--- src/rtl/adder_arbiter.sv ---
`default_nettype none
// +----------------------------------------------------------------------------+
// | Module  : adder_arbiter                                                    |
// | Brief   : Round-robin arbiter sharing one WIDTH-bit adder among NUM_REQ    |
// |           requesters through a one-entry result register.                  |
// |           Define ADDER_ARB_CARRY_EN to add the rsp_carry output.           |
// | Revision: 1.0 - initial release                                            |
// +----------------------------------------------------------------------------+
module adder_arbiter #(
  parameter int NUM_REQ = 4,
  parameter int WIDTH   = 32
) (
  input  logic                       clk,
  input  logic                       reset,
  input  logic [NUM_REQ-1:0]         req_valid,
  output logic [NUM_REQ-1:0]         req_ready,
  input  logic [NUM_REQ*WIDTH-1:0]   req_a,
  input  logic [NUM_REQ*WIDTH-1:0]   req_b,
  output logic                       rsp_valid,
  input  logic                       rsp_ready,
  output logic [WIDTH-1:0]           rsp_sum,
  output logic [$clog2(NUM_REQ)-1:0] rsp_id
`ifdef ADDER_ARB_CARRY_EN
  ,
  output logic                       rsp_carry
`endif
);

  localparam int             IDW        = $clog2(NUM_REQ);
  localparam logic [IDW-1:0] c_LAST_IDX = IDW'(NUM_REQ - 1);

  typedef enum logic [0:0] {
    S_EMPTY = 1'b0,
    S_FULL  = 1'b1
  } state_t;

  state_t           r_state;
  state_t           w_state_nxt;
  logic [IDW-1:0]   r_rr_ptr;
  logic [IDW-1:0]   w_gnt_idx;
  logic             w_found;
  logic             w_can_accept;
  logic             w_xfer;
  logic [WIDTH-1:0] w_op_a;
  logic [WIDTH-1:0] w_op_b;
  logic [WIDTH-1:0] r_sum;
  logic [IDW-1:0]   r_id;

  // First valid requester at or above r_rr_ptr, wrapping modulo NUM_REQ.
  always_comb begin
    w_found   = 1'b0;
    w_gnt_idx = '0;
    for (int k = 0; k < NUM_REQ; k++) begin
      if (!w_found && req_valid[(int'(r_rr_ptr) + k) % NUM_REQ]) begin
        w_found   = 1'b1;
        w_gnt_idx = IDW'((int'(r_rr_ptr) + k) % NUM_REQ);
      end
    end
  end

  assign w_can_accept = !reset && ((r_state == S_EMPTY) || rsp_ready);
  assign w_xfer       = w_can_accept && w_found;
  assign req_ready    = w_xfer ? (NUM_REQ'(1) << w_gnt_idx) : '0;

  assign w_op_a = req_a[int'(w_gnt_idx)*WIDTH +: WIDTH];
  assign w_op_b = req_b[int'(w_gnt_idx)*WIDTH +: WIDTH];

`ifdef ADDER_ARB_CARRY_EN
  logic [WIDTH:0] w_add;
  logic           r_carry;
  assign w_add = {1'b0, w_op_a} + {1'b0, w_op_b};

  always_ff @(posedge clk) begin
    if (reset) begin
      r_carry <= 1'b0;
    end else if (w_xfer) begin
      r_carry <= w_add[WIDTH];
    end
  end

  assign rsp_carry = r_carry;
`else
  logic [WIDTH-1:0] w_add;
  assign w_add = w_op_a + w_op_b;
`endif

  always_comb begin
    w_state_nxt = r_state;
    case (r_state)
      S_EMPTY: if (w_xfer) w_state_nxt = S_FULL;
      S_FULL:  if (rsp_ready && !w_xfer) w_state_nxt = S_EMPTY;
      default: w_state_nxt = S_EMPTY;
    endcase
  end

  always_ff @(posedge clk) begin
    if (reset) begin
      r_state <= S_EMPTY;
    end else begin
      r_state <= w_state_nxt;
    end
  end

  always_ff @(posedge clk) begin
    if (reset) begin
      r_sum    <= '0;
      r_id     <= '0;
      r_rr_ptr <= '0;
    end else if (w_xfer) begin
      r_sum    <= w_add[WIDTH-1:0];
      r_id     <= w_gnt_idx;
      r_rr_ptr <= (w_gnt_idx == c_LAST_IDX) ? '0 : w_gnt_idx + 1'b1;
    end
  end

  assign rsp_valid = (r_state == S_FULL);
  assign rsp_sum   = r_sum;
  assign rsp_id    = r_id;

endmodule
`default_nettype wire

--- config.mk ---
export PLATFORM = sky130hd
export DESIGN_NAME = adder_arbiter
export DESIGN_NICKNAME = d
export VERILOG_FILES = /design/src/rtl/adder_arbiter.sv
export SDC_FILE = /design/constraint.sdc
export NUM_CORES = 1
export LEC_CHECK = 0
export BUFFER_PORTS_ARGS = -buffer_cell sky130_fd_sc_hd__buf_4
export CAP_MARGIN = 40
export CORE_MARGIN = 8
export CORE_UTILIZATION = 30
export CTS_CLUSTER_SIZE = 14
export DETAILED_ROUTE_END_ITERATION = 8
export GPL_ROUTABILITY_DRIVEN = 1
export PLACE_DENSITY = 0.71
export SLEW_MARGIN = 5
export SYNTH_ARGS = -nofsm -noshare
export SYNTH_HDL_FRONTEND = slang
export SYNTH_SLANG_ARGS = --single-unit
--- constraint.sdc ---
create_clock -name clk -period 4.75 [get_ports clk]
set_clock_uncertainty 0.1 [all_clocks]
set_input_delay 0.475 -clock clk [delete_from_list [all_inputs] [get_ports clk]]
set_output_delay 0.475 -clock clk [all_outputs]
set_load 0.005 [all_outputs]
# Yosys cells after proc, flatten, opt, wreduce, memory -nomap -nowiden
# Cells that the tools add are included.
[totals]
regBits = 37
latchBits = 0
mem_bits_rw = 0
mem_bits_ro = 0
inputBits = 263
output_inout_bits = 39
elab_cells = 60
mem_count = 0
[classes]
addsub = 5
multipliers = 0
div = 0
order_cmp = 4
n_eq_ne = 1
n_shift = 3
n_mux = 24
bitwise_logic = 4
reduce_logical = 15
[op_table]
columns = ["op", "n"]
rows = [
  ["variable part select 128 x 8 -> 32 bit", 2],
  ["adder 32 bit", 1],
  ["two-way mux 1 bit", 13],
  ["< comparator 3 x 4 -> 1 bit (second input constant)", 3],
  ["two-way mux 2 bit", 5],
  ["binary-select mux 1 bit (select 2 bit)", 4],
  ["logical AND 1 bit", 6],
  ["OR reduction 2 bit", 3],
  ["logical NOT 1 bit", 5],
  ["adder 2 x 1 -> 2 bit (second input constant)", 2],
  ["adder 2 bit (second input constant)", 2],
  ["two-way mux 4 bit", 1],
  ["<< shifter 1 x 2 -> 4 bit (first input constant)", 1],
  ["bitwise AND 1 bit (first input constant)", 3],
  ["< comparator 2 x 3 -> 1 bit (second input constant)", 1],
  ["equality test 2 bit (second input constant)", 1],
  ["one-hot mux 1 bit (2 select lines)", 1],
  ["logical OR 1 bit", 1],
  ["NOT 1 bit", 1],
]

# Depth between registers and ports, before layout
# Gate-level depths: netlist of the first run.
[depth]
ltp_word = 19
ltp_mapped = 19
depth_no_buf = 17

# Least setup slack after synthesis of the first run
# OpenSTA, ideal clock, no wires.
[synth_path]
kind = "in2reg"
startpoint = "in req_valid[2]"
endpoint = "reg r_sum[30], in the netlist rsp_sum[30]"
setup_time_ns = 0.062
t_arrival_ns = 4.013
required_time_ns = 4.588
path_slack_ns = 0.575
path_stages = 16
path_buffers = 2
cell_sequence = "mux2i_1 > nor2_1 > nor4_1 > clkbuf_1 > clkbuf_1 > and3_1 > a31oi_1 > fa_1 > a211oi_2 > o21a_2 > a2bb2oi_2 > a21oi_4 > o41ai_4 > o21ai_2 > or3_1 > nand3_1"
[synth_between]
elab_chain_len = 14
elab_cells_between_ends = 29
cone_classes = "add/sub (1); shift (2); mux (19); reduce/logical (7)"
[synth_lines]
columns = ["element", "line", "text"]
rows = [
  ["start, declared", "15", "input logic [NUM_REQ-1:0] req_valid,"],
  ["binary-select mux 1 bit (select 2 bit)", "54", "if (!w_found && req_valid[(int'(r_rr_ptr) + k) % NUM_REQ]) begin"],
  ["two-way mux 1 bit (not written as such)", "54", ""],
  ["two-way mux 1 bit", "54", ""],
  ["logical NOT 1 bit", "54", ""],
  ["logical AND 1 bit", "54", ""],
  ["two-way mux 1 bit", "54", ""],
  ["logical NOT 1 bit", "54", ""],
  ["logical AND 1 bit", "54", ""],
  ["two-way mux 1 bit", "54", ""],
  ["logical NOT 1 bit", "54", ""],
  ["logical AND 1 bit", "54", ""],
  ["two-way mux 2 bit", "54", ""],
  ["variable part select 128 x 8 -> 32 bit (on tied branches)", "65, 66", ""],
  ["adder 32 bit", "84", "assign w_add = w_op_a + w_op_b;"],
  ["end signal, assigned", "110", "r_sum <= w_add[WIDTH-1:0];"],
  ["end, declared", "46", "logic [WIDTH-1:0] r_sum;"],
]
# Several ways; a longest one is shown, not always the timed one. The select of a mux whose other input is x is not followed.
# A chain may end at the register's enable or synchronous reset.

# Worst setup path after layout of the first run
[layout_path]
startpoint = "reg r_rr_ptr[1]"
endpoint = "reg r_sum[30], in the netlist rsp_sum[30]"
[layout_between]
elab_chain_len = 14
elab_cells_between_ends = 32
cone_classes = "add/sub (4); shift (2); mux (19); reduce/logical (7)"
[layout_lines]
columns = ["element", "line", "text"]
rows = [
  ["start, declared", "39", "logic [IDW-1:0] r_rr_ptr;"],
  ["start signal, assigned", "112", "r_rr_ptr <= (w_gnt_idx == c_LAST_IDX) ? '0 : w_gnt_idx + 1'b1;"],
  ["adder 2 x 1 -> 2 bit / binary-select mux 1 bit (select 2 bit) (equally long branches)", "54, 56", ""],
  ["binary-select mux 1 bit (select 2 bit) / two-way mux 1 bit (equally long branches)", "54", ""],
  ["two-way mux 1 bit (not written as such)", "54", ""],
  ["two-way mux 1 bit (not written as such) / logical NOT 1 bit (equally long branches)", "54", ""],
  ["logical AND 1 bit", "54", ""],
  ["two-way mux 1 bit", "54", ""],
  ["logical NOT 1 bit", "54", ""],
  ["logical AND 1 bit", "54", ""],
  ["two-way mux 1 bit", "54", ""],
  ["logical NOT 1 bit", "54", ""],
  ["logical AND 1 bit", "54", ""],
  ["two-way mux 2 bit", "54", ""],
  ["variable part select 128 x 8 -> 32 bit (on tied branches)", "65, 66", ""],
  ["adder 32 bit", "84", ""],
]
# Several ways; a longest one is shown, not always the timed one. The select of a mux whose other input is x is not followed.

==> impl_results.md, run 1 <==
* Synth Cell Area at 5000 sq um
* Commonest non-fill, non-tap cells in the layout: 322 x buf_4, 277 x nand2_1, 64 x a31oi_1, 63 x and3_1, 38 x nand3_1
* IO buf count at 301
* Worst slew pin tran at 685 ps
* CTS tree: yes
* Root Buffer: clkbuf_16
* Synth Warn # at 0
* Initial antenna violation count at 0
* Routed vias at 6634
* Reg power frac at 0.136
* R2r setup slk at 420 ps
* Hold buffers post-CTS at 0
* Starting density of the core at 0.304
* Ys async rst share at 0
* RSZ-0062 raised after global routing: no
* Hold slack at 304 ps
* Final setup viols at 0
* Syn Inst Count at 801
* Post-DR vias/cell at 5.12
* Switching Share at 0.481
* Die Span Y at 145 um
* Core Rows at 47
* Slew HR at 0.543
* # DRC at 0
* Net Sw Power at 1.79 mW
* Hold depth at 2
* Total Routed Length at 21.5 mm
* Synthesized flop and latch total at 37
* Startpoint types: flop
* DIE AREA at 21100 sq um
* Number of cells on the worst reg-to-reg path at 16
* Power Density at 487 nW/um^2
* Internal power at 1.93 mW
* Vias in the first global route at 6490
* Skew-Pair Late Insertion Delay at 280 ps
* 1st-pass router iterations at 5
* Multi-input logic area at 3960 sq um
* Crit share post-route at 0.912
* WP data required at 4870 ps
* Final cell count without fillers at 1296
* Final instance area at 7640 sq um
* Hold Crit Class: in -> reg
* Post-synth EDFFs at 0
* Status: finished clean
* Combinational share of power at 0.769
* MaxCap Viol Count at 0
* First-pass GRT wire length at 33.7 mm
* Total CTS buffers at 5
* Final hold violations at 0
* CTS Sinks at 37
* Max-slew violations at 0
* Setup_tns at 0 ps
* Area after DPL at 7480 sq um
* GPL Wtd Cong at 0.872
* Synth unique cells at 66
* Gr ovfl total at 0
* Largest net degree at the start of global routing at 67
* Worst setup EP type: flop
* Average cell area after synthesis at 6.25 sq um
* Share of cells above drive strength 1 at 0.331
* Layout filler cell count at 1754
* Critical path arrival at 4450 ps
* DRT iter0 DRCs at 409
* Drt wl/cell at 16.6 um
* Total Routing Usage GR at 0.192
* VDD IR-drop max at 203 uV
* H-Tree Depth at 2
* Leak pwr at 3.84 nW
* Register area at 741 sq um
* Register area share after synthesis at 0.148
* Clock power share at 0.095
* # diodes at 0
* Worst Path Max Fanout at 12
* Post-Syn Nets at 1100
* F_max at 0.231 GHz
* Cts repair resizes at 0
* I/O pin total at 302
* DP HPWL at 17.7 mm
* Max Root-Sink Buffers at 2
* WS Path Type: reg -> reg
* # nets final at 1374
* Cells after DPL at 1288
* Main synth FF type: dfxtp_1
* Area Growth Syn to Fin at 52.7%
* Post-CTS Setup Bufs at 0
* Final antenna-violating net count at 0
* Core Footprint at 16500 sq um
* Clock transition at path regs at 50 ps
* Commonest non-fill, non-tap cell in the layout: buf_4
* Horiz. Die Dim at 145 um
* Final min period at 4330 ps
## kinds of logic (layout without fill, tap and decap cells)
logic type      Yosys count  after routing  synth area share
simple gates            449            449             0.397
mux                       2              2           0.00400
buf+inv                  70            345            0.0658
fa+ha+maj                36             36            0.0915
flops                    37             37             0.148
compound gates          190            190             0.264
xor+xnor                 17             17            0.0298
## power groups by stage
| stage | Sequential (mW) | Clock, mW | Combinational [mW] |
|---|---|---|---|
| floorplan | 0.513 | 0 | 1.93 |
| global placement | 0.507 | 0 | 2.83 |
| detailed placement | 0.513 | 0 | 2.85 |
| CTS | 0.507 | 0.361 | 2.86 |
| global route | 0.523 | 0.379 | 3.17 |
| finish | 0.506 | 0.353 | 2.86 |
## registers in the layout, summed over array words and instances (netlist names)
name       cells
r_rr_ptr       2
rsp_id         2
rsp_sum       32
rsp_valid      1
## worst max-delay path: stages, from the launching register on
cell and delay, ps:
dfxtp_1 470, mux2i_1 220, nor2_1 70, nor4_2 350, buf_4 280, and3_1 180
a31oi_1 40, ha_1 290, fa_1 440, a211oi_2 260, o21a_2 200, a2bb2oi_2 260
a21oi_4 110, o41ai_4 430, o21ai_2 140, or3_1 350, nand3_1 90
## through the flow
| stage | power, mW | util | setup WS (ps) |
|---|---|---|---|
| after floorplan | 2.45 | - | 575 |
| after global placement | 3.33 | 0.455 | 358 |
| after detailed placement | 3.36 | 0.455 | 316 |
| after CTS | 3.73 | 0.464 | 426 |
| after global routing | 4.07 | 0.464 | 129 |
| final | 3.72 | 0.464 | 420 |
## area by class of cell
class                   instances  area share
clock inverters                 1    0.000655
flip-flops and latches         37      0.0969
clock buffers                   7      0.0200
repair buffers                324       0.322
inverters                      13     0.00671
multi-input cells             694       0.518
well taps                     220      0.0360
## cells in the mapped netlist, types with 2 or more instances
library cell	instances	area, sq um
nor3_1	14	70.1
o21bai_1	6	45.0
nand3_1	38	190
a2111o_1	2	22.5
o21a_1	12	90.1
nand4_1	2	12.5
xnor2_1	6	52.6
nor2b_1	5	31.3
buf_1	8	30.0
or3_1	4	25.0
buf_6	3	33.8
nand2_1	277	1040
nand2b_1	2	12.5
a31oi_1	64	400
dfxtp_1	37	741
a21boi_1	2	15.0
a211oi_1	6	45.0
o31ai_1	9	67.6
inv_1	10	37.5
and3_1	63	394
o21ai_0	30	150
a21oi_1	22	110
ha_1	35	438
o21ai_1	5	25.0
inv_2	2	7.51
a21o_1	4	30.0
and2_1	5	31.3
nor4_1	3	18.8
a31o_2	3	26.3
mux2i_1	2	20.0
xor2_1	11	96.3
or4_1	2	15.0
clkbuf_1	41	154
a311oi_1	2	17.5
clkbuf_8	4	55.1
nor2_1	30	113
## final timing paths
check,start,end
min,reset,r_rr_ptr[0]$_SDFFE_PP0P_
max reg2reg,r_rr_ptr[1]$_SDFFE_PP0P_,rsp_sum[30]$_SDFFE_PP0P_
min reg2reg,rsp_sum[1]$_SDFFE_PP0P_,rsp_sum[1]$_SDFFE_PP0P_
max,r_rr_ptr[1]$_SDFFE_PP0P_,rsp_sum[30]$_SDFFE_PP0P_
## per-layer routing
layer | up-vias | global-route usage | part of all wire
li1 | 3378 | - | -
met1 | 3015 | 0.240 | 0.44
met2 | 218 | 0.328 | 0.48
met3 | 23 | 0.0491 | 0.068
met4 | 0 | 0.0333 | 0.015
met5 | - | 0 | 0
(Power assumes the default switching activity.)
==> run 2: changes to the inputs <==
--- a/config.mk
+++ b/config.mk
@@ -12,7 +12,7 @@
 export CTS_CLUSTER_SIZE = 14
 export DETAILED_ROUTE_END_ITERATION = 8
 export GPL_ROUTABILITY_DRIVEN = 1
-export PLACE_DENSITY = 0.71
+export PLACE_DENSITY = 0.73
 export SLEW_MARGIN = 5
 export SYNTH_ARGS = -nofsm -noshare
 export SYNTH_HDL_FRONTEND = slang
==> constraint.sdc (replaced) <==
create_clock -name clk -period 3.6 [get_ports clk]
set_clock_uncertainty 0.1 [all_clocks]
set_input_delay 0.36 -clock clk [delete_from_list [all_inputs] [get_ports clk]]
set_output_delay 0.36 -clock clk [all_outputs]
set_load 0.005 [all_outputs]
==> impl_results.md, run 2 (same netlist as run 1, synthesis figures left out) <==
* Number of cells on the worst reg-to-reg path at 19 (+3)
* First-pass GRT wire length at 39.0 mm (+16%)
* 1st-pass router iterations at 5 (unchanged)
* Core Rows at 47 (unchanged)
* DP HPWL at 19.8 mm (+12%)
* DRT iter0 DRCs at 409 (unchanged)
* Layout filler cell count at 1421 (-19%)
* Final antenna-violating net count at 0 (unchanged)
* Power Density at 758 nW/um^2 (+56%)
* H-Tree Depth at 2 (unchanged)
* Final setup viols at 15 (+15)
* R2r setup slk at -380 ps (-800 ps)
* Skew-Pair Late Insertion Delay at 270 ps (about the same)
* Total Routing Usage GR at 0.225 (+0.0328)
* MaxCap Viol Count at 0 (unchanged)
* Worst Path Max Fanout at 5 (-7)
* # diodes at 0 (unchanged)
* RSZ-0062 raised after global routing: yes
* GPL Wtd Cong at 0.923 (+5.8%)
* Crit share post-route at 1.10 (+0.193)
* Hold Crit Class: in -> reg
* CTS Sinks at 37 (unchanged)
* Gr ovfl total at 0 (unchanged)
* Drt wl/cell at 19.6 um (+18%)
* Hold endpoint: r_rr_ptr[0]$_SDFFE_PP0P_
* Critical path arrival at 4100 ps (-350 ps)
* CTS tree: yes
* Register area at 746 sq um (+0.68%)
* # nets final at 1511 (+10%)
* Total Routed Length at 28.1 mm (+31%)
* Slowest-stage cell, CP: dfxtp_4
* Routed vias at 7754 (+17%)
* Largest net degree at the start of global routing at 47 (-30%)
* Final core occ at 0.608 (+0.144)
* Max Root-Sink Buffers at 2 (unchanged)
* Hold depth at 2 (unchanged)
* Leak pwr at 4.79 nW (+25%)
* Multi-input logic area at 4810 sq um (+22%)
* Initial antenna violation count at 0 (unchanged)
* Max-slew violations at 0 (unchanged)
* Failing checks: setup timing
* Commonest non-fill, non-tap cells in the layout: 410 x buf_4, 258 x nand2_1, 52 x and3_1, 39 x a31oi_1, 36 x nand3_1
* FF-to-FF End: rsp_sum[30]$_SDFFE_PP0P_
* Worst setup margin at -376 ps (-796 ps)
* Total CTS buffers at 5 (unchanged)
* Area Growth Syn to Fin at 100%
* WP data required at 3720 ps (-1150 ps)
* Final min period at 3980 ps (-354 ps)
* Status: complete, but fails checks
* Starting density of the core at 0.304 (unchanged)
* Setup_tns at -3520 ps (-3520 ps)
* DIE AREA at 21100 sq um (unchanged)
* Hold Path Origin: reset
* Root Buffer: clkbuf_16
* Die Span Y at 145 um (unchanged)
* Final hold violations at 0 (unchanged)
* Startpoint types: flop
* CP cell instances: a21oi_2 > o21a_1 > o22ai_4 > buf_12 > buf_4 > buf_6 > buf_4 > nand2_1 > and3_1 > a31oi_4 > ha_4 > o21ai_0 > o21ai_0 > a2bb2oi_4 > a21oi_4 > o41ai_4 > o21ai_2 > or3_1 > nand3_1
* Post-DR vias/cell at 5.41 (+5.7%)
* # DRC at 0 (unchanged)
* Core Footprint at 16500 sq um (unchanged)
* Final instance area at 10000 sq um (+31%)
* Setup Slack @ Placement at -431 ps (-747 ps)
* Horiz. Die Dim at 145 um (unchanged)
* Area after DPL at 8320 sq um (+11%)
* Worst slew pin tran at 709 ps (+24.5 ps)
* WS Path Type: reg -> reg
* Vias in the first global route at 7518 (+16%)
* I/O pin total at 302 (unchanged)
* IO buf count at 301 (unchanged)
* Share of cells above drive strength 1 at 0.503 (+0.172)
* Slew HR at 0.522 (-0.0213)
* Crit Reg-Reg Startpoint: r_rr_ptr[1]$_SDFFE_PP0P_
* Worst setup EP type: flop
* Max reg flops at 32 (unchanged)
* VDD IR-drop max at 336 uV (+66%)
* F_max at 0.251 GHz (+8.9%)
* Commonest non-fill, non-tap cell in the layout: buf_4
* Slowest Stage Delay on Critical Path at 370 ps (-100 ps)
* Clock transition at path regs at 60 ps (about the same)
run 2: final cells by class:
type	instances	area share
inverters	13	0.00663
multi-input cells	694	0.481
clock inverters	1	0.00300
well taps	220	0.0275
repair buffers	461	0.393
clock buffers	7	0.0143
flip-flops and latches	37	0.0745
run 2: worst max-delay path by stage:
| stage | start | endpoint | depth (start not counted) |
|---|---|---|---|
| 6_report | r_rr_ptr[1]$_SDFFE_PP0P_ | rsp_sum[30]$_SDFFE_PP0P_ | 19 |
| 5_1_grt | r_rr_ptr[1]$_SDFFE_PP0P_ | rsp_sum[30]$_SDFFE_PP0P_ | 19 |
| 4_1_cts | r_rr_ptr[1]$_SDFFE_PP0P_ | rsp_sum[30]$_SDFFE_PP0P_ | 20 |
| 3_5_place_dp | req_valid[0] | rsp_sum[31]$_SDFFE_PP0P_ | 18 |
| 3_3_place_gp | req_valid[0] | rsp_sum[31]$_SDFFE_PP0P_ | 18 |
| 2_1_floorplan | r_rr_ptr[1]$_SDFFE_PP0P_ | rsp_sum[30]$_SDFFE_PP0P_ | 16 |
run 2: timing repair:
action / 4_1_cts / 5_1_grt
setup endpoints to repair: 19 / 21
hold buffers: 0 / 0
pin swaps: 24 / 45
cloned: 8 / 4
buffers inserted: 15 / 22
resized for setup: 69 / 130
run 2: layer usage:
layer  global-route usage  vias to the layer above  wire length (um)
met1                0.272                     3579             11200
met4               0.0666                        0               943
met5                    0                        -                 0
met2                0.392                      434             13900
li1                     -                     3651                 -
met3               0.0448                       90              2060
run 2: per-stage QoR:
stage | total power [mW] | hold slack [ps] | std cells
CTS | 6.48 | 183 | 1410
finish | 7.58 | 177 | 1433
global route | 8.00 | 187 | 1433
floorplan | 3.28 | 332 | 801
detailed placement | 5.36 | 362 | 1379
global placement | 5.31 | 345 | 1379
run 2: worst max-delay path: cells and delay by family, from the launching register on:
kind	cells	cell delay [ps]
flip-flops	1	370
AO/OA/AOI/OAI	10	2040
buffers and inverters	4	480
AND/OR/NAND/NOR	4	680
adder cells (fa/ha/maj)	1	240
run 2: report_power, final:
part           internal (mW)  total [mW]  switching (mW)
clock network          0.346       0.515           0.169
logic                   3.23        6.39            3.15
registers              0.581       0.680          0.0997
==> run 3: changes to the inputs <==
--- a/config.mk
+++ b/config.mk
@@ -5,6 +5,7 @@
 export SDC_FILE = /design/constraint.sdc
 export NUM_CORES = 1
 export LEC_CHECK = 0
+export ABC_AREA = 1
 export BUFFER_PORTS_ARGS = -buffer_cell sky130_fd_sc_hd__buf_4
 export CAP_MARGIN = 40
 export CORE_MARGIN = 8
@@ -12,7 +13,8 @@
 export CTS_CLUSTER_SIZE = 14
 export DETAILED_ROUTE_END_ITERATION = 8
 export GPL_ROUTABILITY_DRIVEN = 1
-export PLACE_DENSITY = 0.73
+export PLACE_DENSITY_LB_ADDON = 0.2
+export SKIP_LAST_GASP = 1
 export SLEW_MARGIN = 5
 export SYNTH_ARGS = -nofsm -noshare
 export SYNTH_HDL_FRONTEND = slang
==> impl_results.md, run 3 <==
* Area Growth Syn to Fin at 85.7%
* CTS Sinks at 37 (unchanged)
* Core Footprint at 17100 sq um (+4.0%)
* Hold Crit Class: in -> reg
* Skew-Pair Late Insertion Delay at 280 ps (about the same)
* Gr ovfl total at 0 (unchanged)
* # nets final at 1623 (+7.4%)
* WS Path Type: reg -> reg
* DRT iter0 DRCs at 416 (+1.7%)
* Initial antenna violation count at 0 (unchanged)
* Share of the synthesized area in the top cell type at 0.142 (-0.0656)
* Vias in the first global route at 7643 (+1.7%)
* Number of cells on the worst reg-to-reg path at 25 (+6)
* Main synth FF type: dfxtp_1
* Worst slew pin tran at 631 ps (-79.0 ps)
* Syn Inst Count at 898 (+12%)
* Total CTS buffers at 5 (unchanged)
* Max Root-Sink Buffers at 2 (unchanged)
* Average cell area after synthesis at 5.80 sq um (-7.1%)
* RSZ-0062 raised after global routing: yes
* CTS tree: yes
* Final core occ at 0.565 (-0.0423)
* Register area share after synthesis at 0.142 (-0.00587)
* Hold buffers post-CTS at 0 (unchanged)
* Max-slew violations at 0 (unchanged)
* Area contributors post-synth: dfxtp_1 14%, nor2_1 12%, nand2_1 10%
* Drt wl/cell at 16.7 um (-15%)
* Share of cells above drive strength 1 at 0.465 (-0.0380)
* First-pass GRT wire length at 38.9 mm (-0.23%)
* Worst Path Max Fanout at 10 (+5)
* Hold endpoint: r_rr_ptr[0]$_SDFFE_PP0P_
* Top cell type by total area after synthesis: dfxtp_1
* GPL Wtd Cong at 0.929 (+0.66%)
* Final hold violations at 0 (unchanged)
* H-Tree Depth at 2 (unchanged)
* Cells after DPL at 1512 (+9.6%)
* Synth Warn # at 0 (unchanged)
* Worst setup EP type: flop
* Final antenna-violating net count at 0 (unchanged)
* Synthesized flop and latch total at 37 (unchanged)
* Clock transition at path regs at 60 ps (about the same)
* Largest net degree at the start of global routing at 41 (-13%)
* Final cell count without fillers at 1550 (+8.2%)
* Synth unique cells at 36 (-45%)
* Post-DR vias/cell at 5.04 (-6.9%)
* Crit share post-route at 0.996 (-0.109)
* MaxCap Viol Count at 0 (unchanged)
* Total Routed Length at 25.9 mm (-8.0%)
* Core Rows at 48 (+2.1%)
* I/O pin total at 302 (unchanged)
* FF-to-FF End: rsp_sum[24]$_SDFFE_PP0P_
* Starting density of the core at 0.304 (+0.000511)
* Total Routing Usage GR at 0.216 (-0.00812)
* Top-count cell post-synth: nor2_1
* Commonest non-fill, non-tap cell in the layout: buf_4
* DP HPWL at 20.5 mm (+3.8%)
* Startpoint types: flop
* WP data required at 3670 ps (-50 ps)
* Commonest non-fill, non-tap cells in the layout: 444 x buf_4, 149 x nor2_1, 116 x nand2_1, 95 x o21ai_1, 70 x o21ai_0
* Crit Reg-Reg Startpoint: r_rr_ptr[0]$_SDFFE_PP0P_
* IO buf count at 301 (unchanged)
* Final min period at 3590 ps (-391 ps)
* Slew HR at 0.578 (+0.0562)
* Ys async rst share at 0 (unchanged)
* Status: finished clean
* # diodes at 0 (unchanged)
* F_max at 0.279 GHz (+11%)
* DIE AREA at 21800 sq um (+3.7%)
* Setup_tns at 0 ps (+3520 ps)
* Critical path arrival at 3650 ps (-450 ps)
* Routed vias at 7811 (+0.74%)
* Commonest cells post-synth: 168 x nor2_1, 142 x nand2_1, 96 x o21ai_0
* Horiz. Die Dim at 148 um (+1.8%)
* Die Span Y at 148 um (+1.8%)
* Post-Syn Nets at 1197 (+8.8%)
* # DRC at 0 (unchanged)
* Hold Path Origin: reset
* 1st-pass router iterations at 5 (unchanged)
* Root Buffer: clkbuf_16
* Max reg flops at 32 (unchanged)
* Hold depth at 2 (unchanged)
* Hold slack at 164 ps (-12.6 ps)
* Final setup viols at 0 (-15)
* Synth Cell Area at 5210 sq um (+4.1%)
* R2r setup slk at 10 ps (+390 ps)
* Post-synth EDFFs at 0 (unchanged)
run 3: changes by cell type in the layout (fill, tap and decap cells not counted), moves of 16 or more:
cell     previous run  this run
nand2_1           258       116
o21ai_1             7        95
inv_1              10        50
a31oi_4            16         0
and3_1             52         0
nor2_1             26       149
buf_4             410       444
o21ai_0            20        70
a31oi_1            39         1
o22ai_1             0        55
run 3: critical path, stage by stage, from the launching register on:
cell and delay [ps]:
dfxtp_4 360, buf_6 130, nand2_2 80, nand2_4 70, nand2_2 70, nand2_2 60, nor2_4 130, nand4_1 180
nand2_4 180, inv_8 70, buf_12 130, buf_16 130, buf_4 140, o21ai_1 70, o22ai_1 100, ha_2 410
nand2_2 90, inv_1 80, nand2_1 80, nor2_2 170, nand4_1 100, nand3_1 140, nand2_1 60, nand2_1 70
xnor2_1 140, o21ai_0 90
run 3: worst max path at each step:
stage | start | cells past startpoint | end | slack, ps
after global placement | req_valid[0] | 22 | rsp_sum[28]$_SDFFE_PP0P_ | -150
final | r_rr_ptr[0]$_SDFFE_PP0P_ | 25 | rsp_sum[24]$_SDFFE_PP0P_ | 10
after CTS | r_rr_ptr[0]$_SDFFE_PP0P_ | 26 | rsp_sum[18]$_SDFFE_PP0P_ | 5
after floorplan | r_rr_ptr[0]$_SDFFE_PP0P_ | 24 | rsp_sum[18]$_SDFFE_PP0P_ | 300
after detailed placement | req_valid[1] | 22 | rsp_sum[28]$_SDFFE_PP0P_ | -190
after global routing | r_rr_ptr[0]$_SDFFE_PP0P_ | 22 | rsp_sum[31]$_SDFFE_PP0P_ | -210
run 3: timing repair:
item / 4_1_cts / 5_1_grt
cloned: 4 / 1
gates resized for setup: 43 / 137
endpoints found under the setup margin: 20 / 24
pin swaps: 26 / 48
setup buffers: 14 / 12
run 3: final cells by class:
| class | count | area [sq um] |
|---|---|---|
| fill | 1714 | 7440 |
| multi-input combinational | 750 | 4450 |
| timing repair buffer | 470 | 3820 |
| sequential | 37 | 746 |
| tap | 225 | 282 |
| inverter | 60 | 243 |
| clock buffer | 6 | 129 |
| clock inverter | 2 | 10.0 |
run 3: cells by family (layout without fill, tap and decap cells):
logic type,Yosys count,count (layout),synth area share
DFF,37,37,0.142
and+or+nand+nor,396,396,0.321
xor gates and xnor gates,21,21,0.0353
adders and majority gates,36,36,0.0879
AOI/OAI and AO/OA,297,297,0.308
buffers and inverters,111,538,0.106
run 3: routing by layer:
layer  track usage  up-vias  routed length (um)
met1         0.282     3551               11500
met5             0        -                   0
li1              -     3956                   -
met2         0.361      280               12200
met3        0.0501       24                1910
met4        0.0347        0                 320
run 3: stage by stage:
step	worst slack [ps]	instance area [sq um]
2_1_floorplan	301	5210
3_3_place_gp	-152	8570
3_5_place_dp	-186	8570
4_1_cts	4.98	9080
5_1_grt	-213	9680
6_report	14.9	9680
Power of run 3 is left out: the tool's default activity adds up to more than one toggle a clock period on the data nets, which glitch-free logic cannot reach.
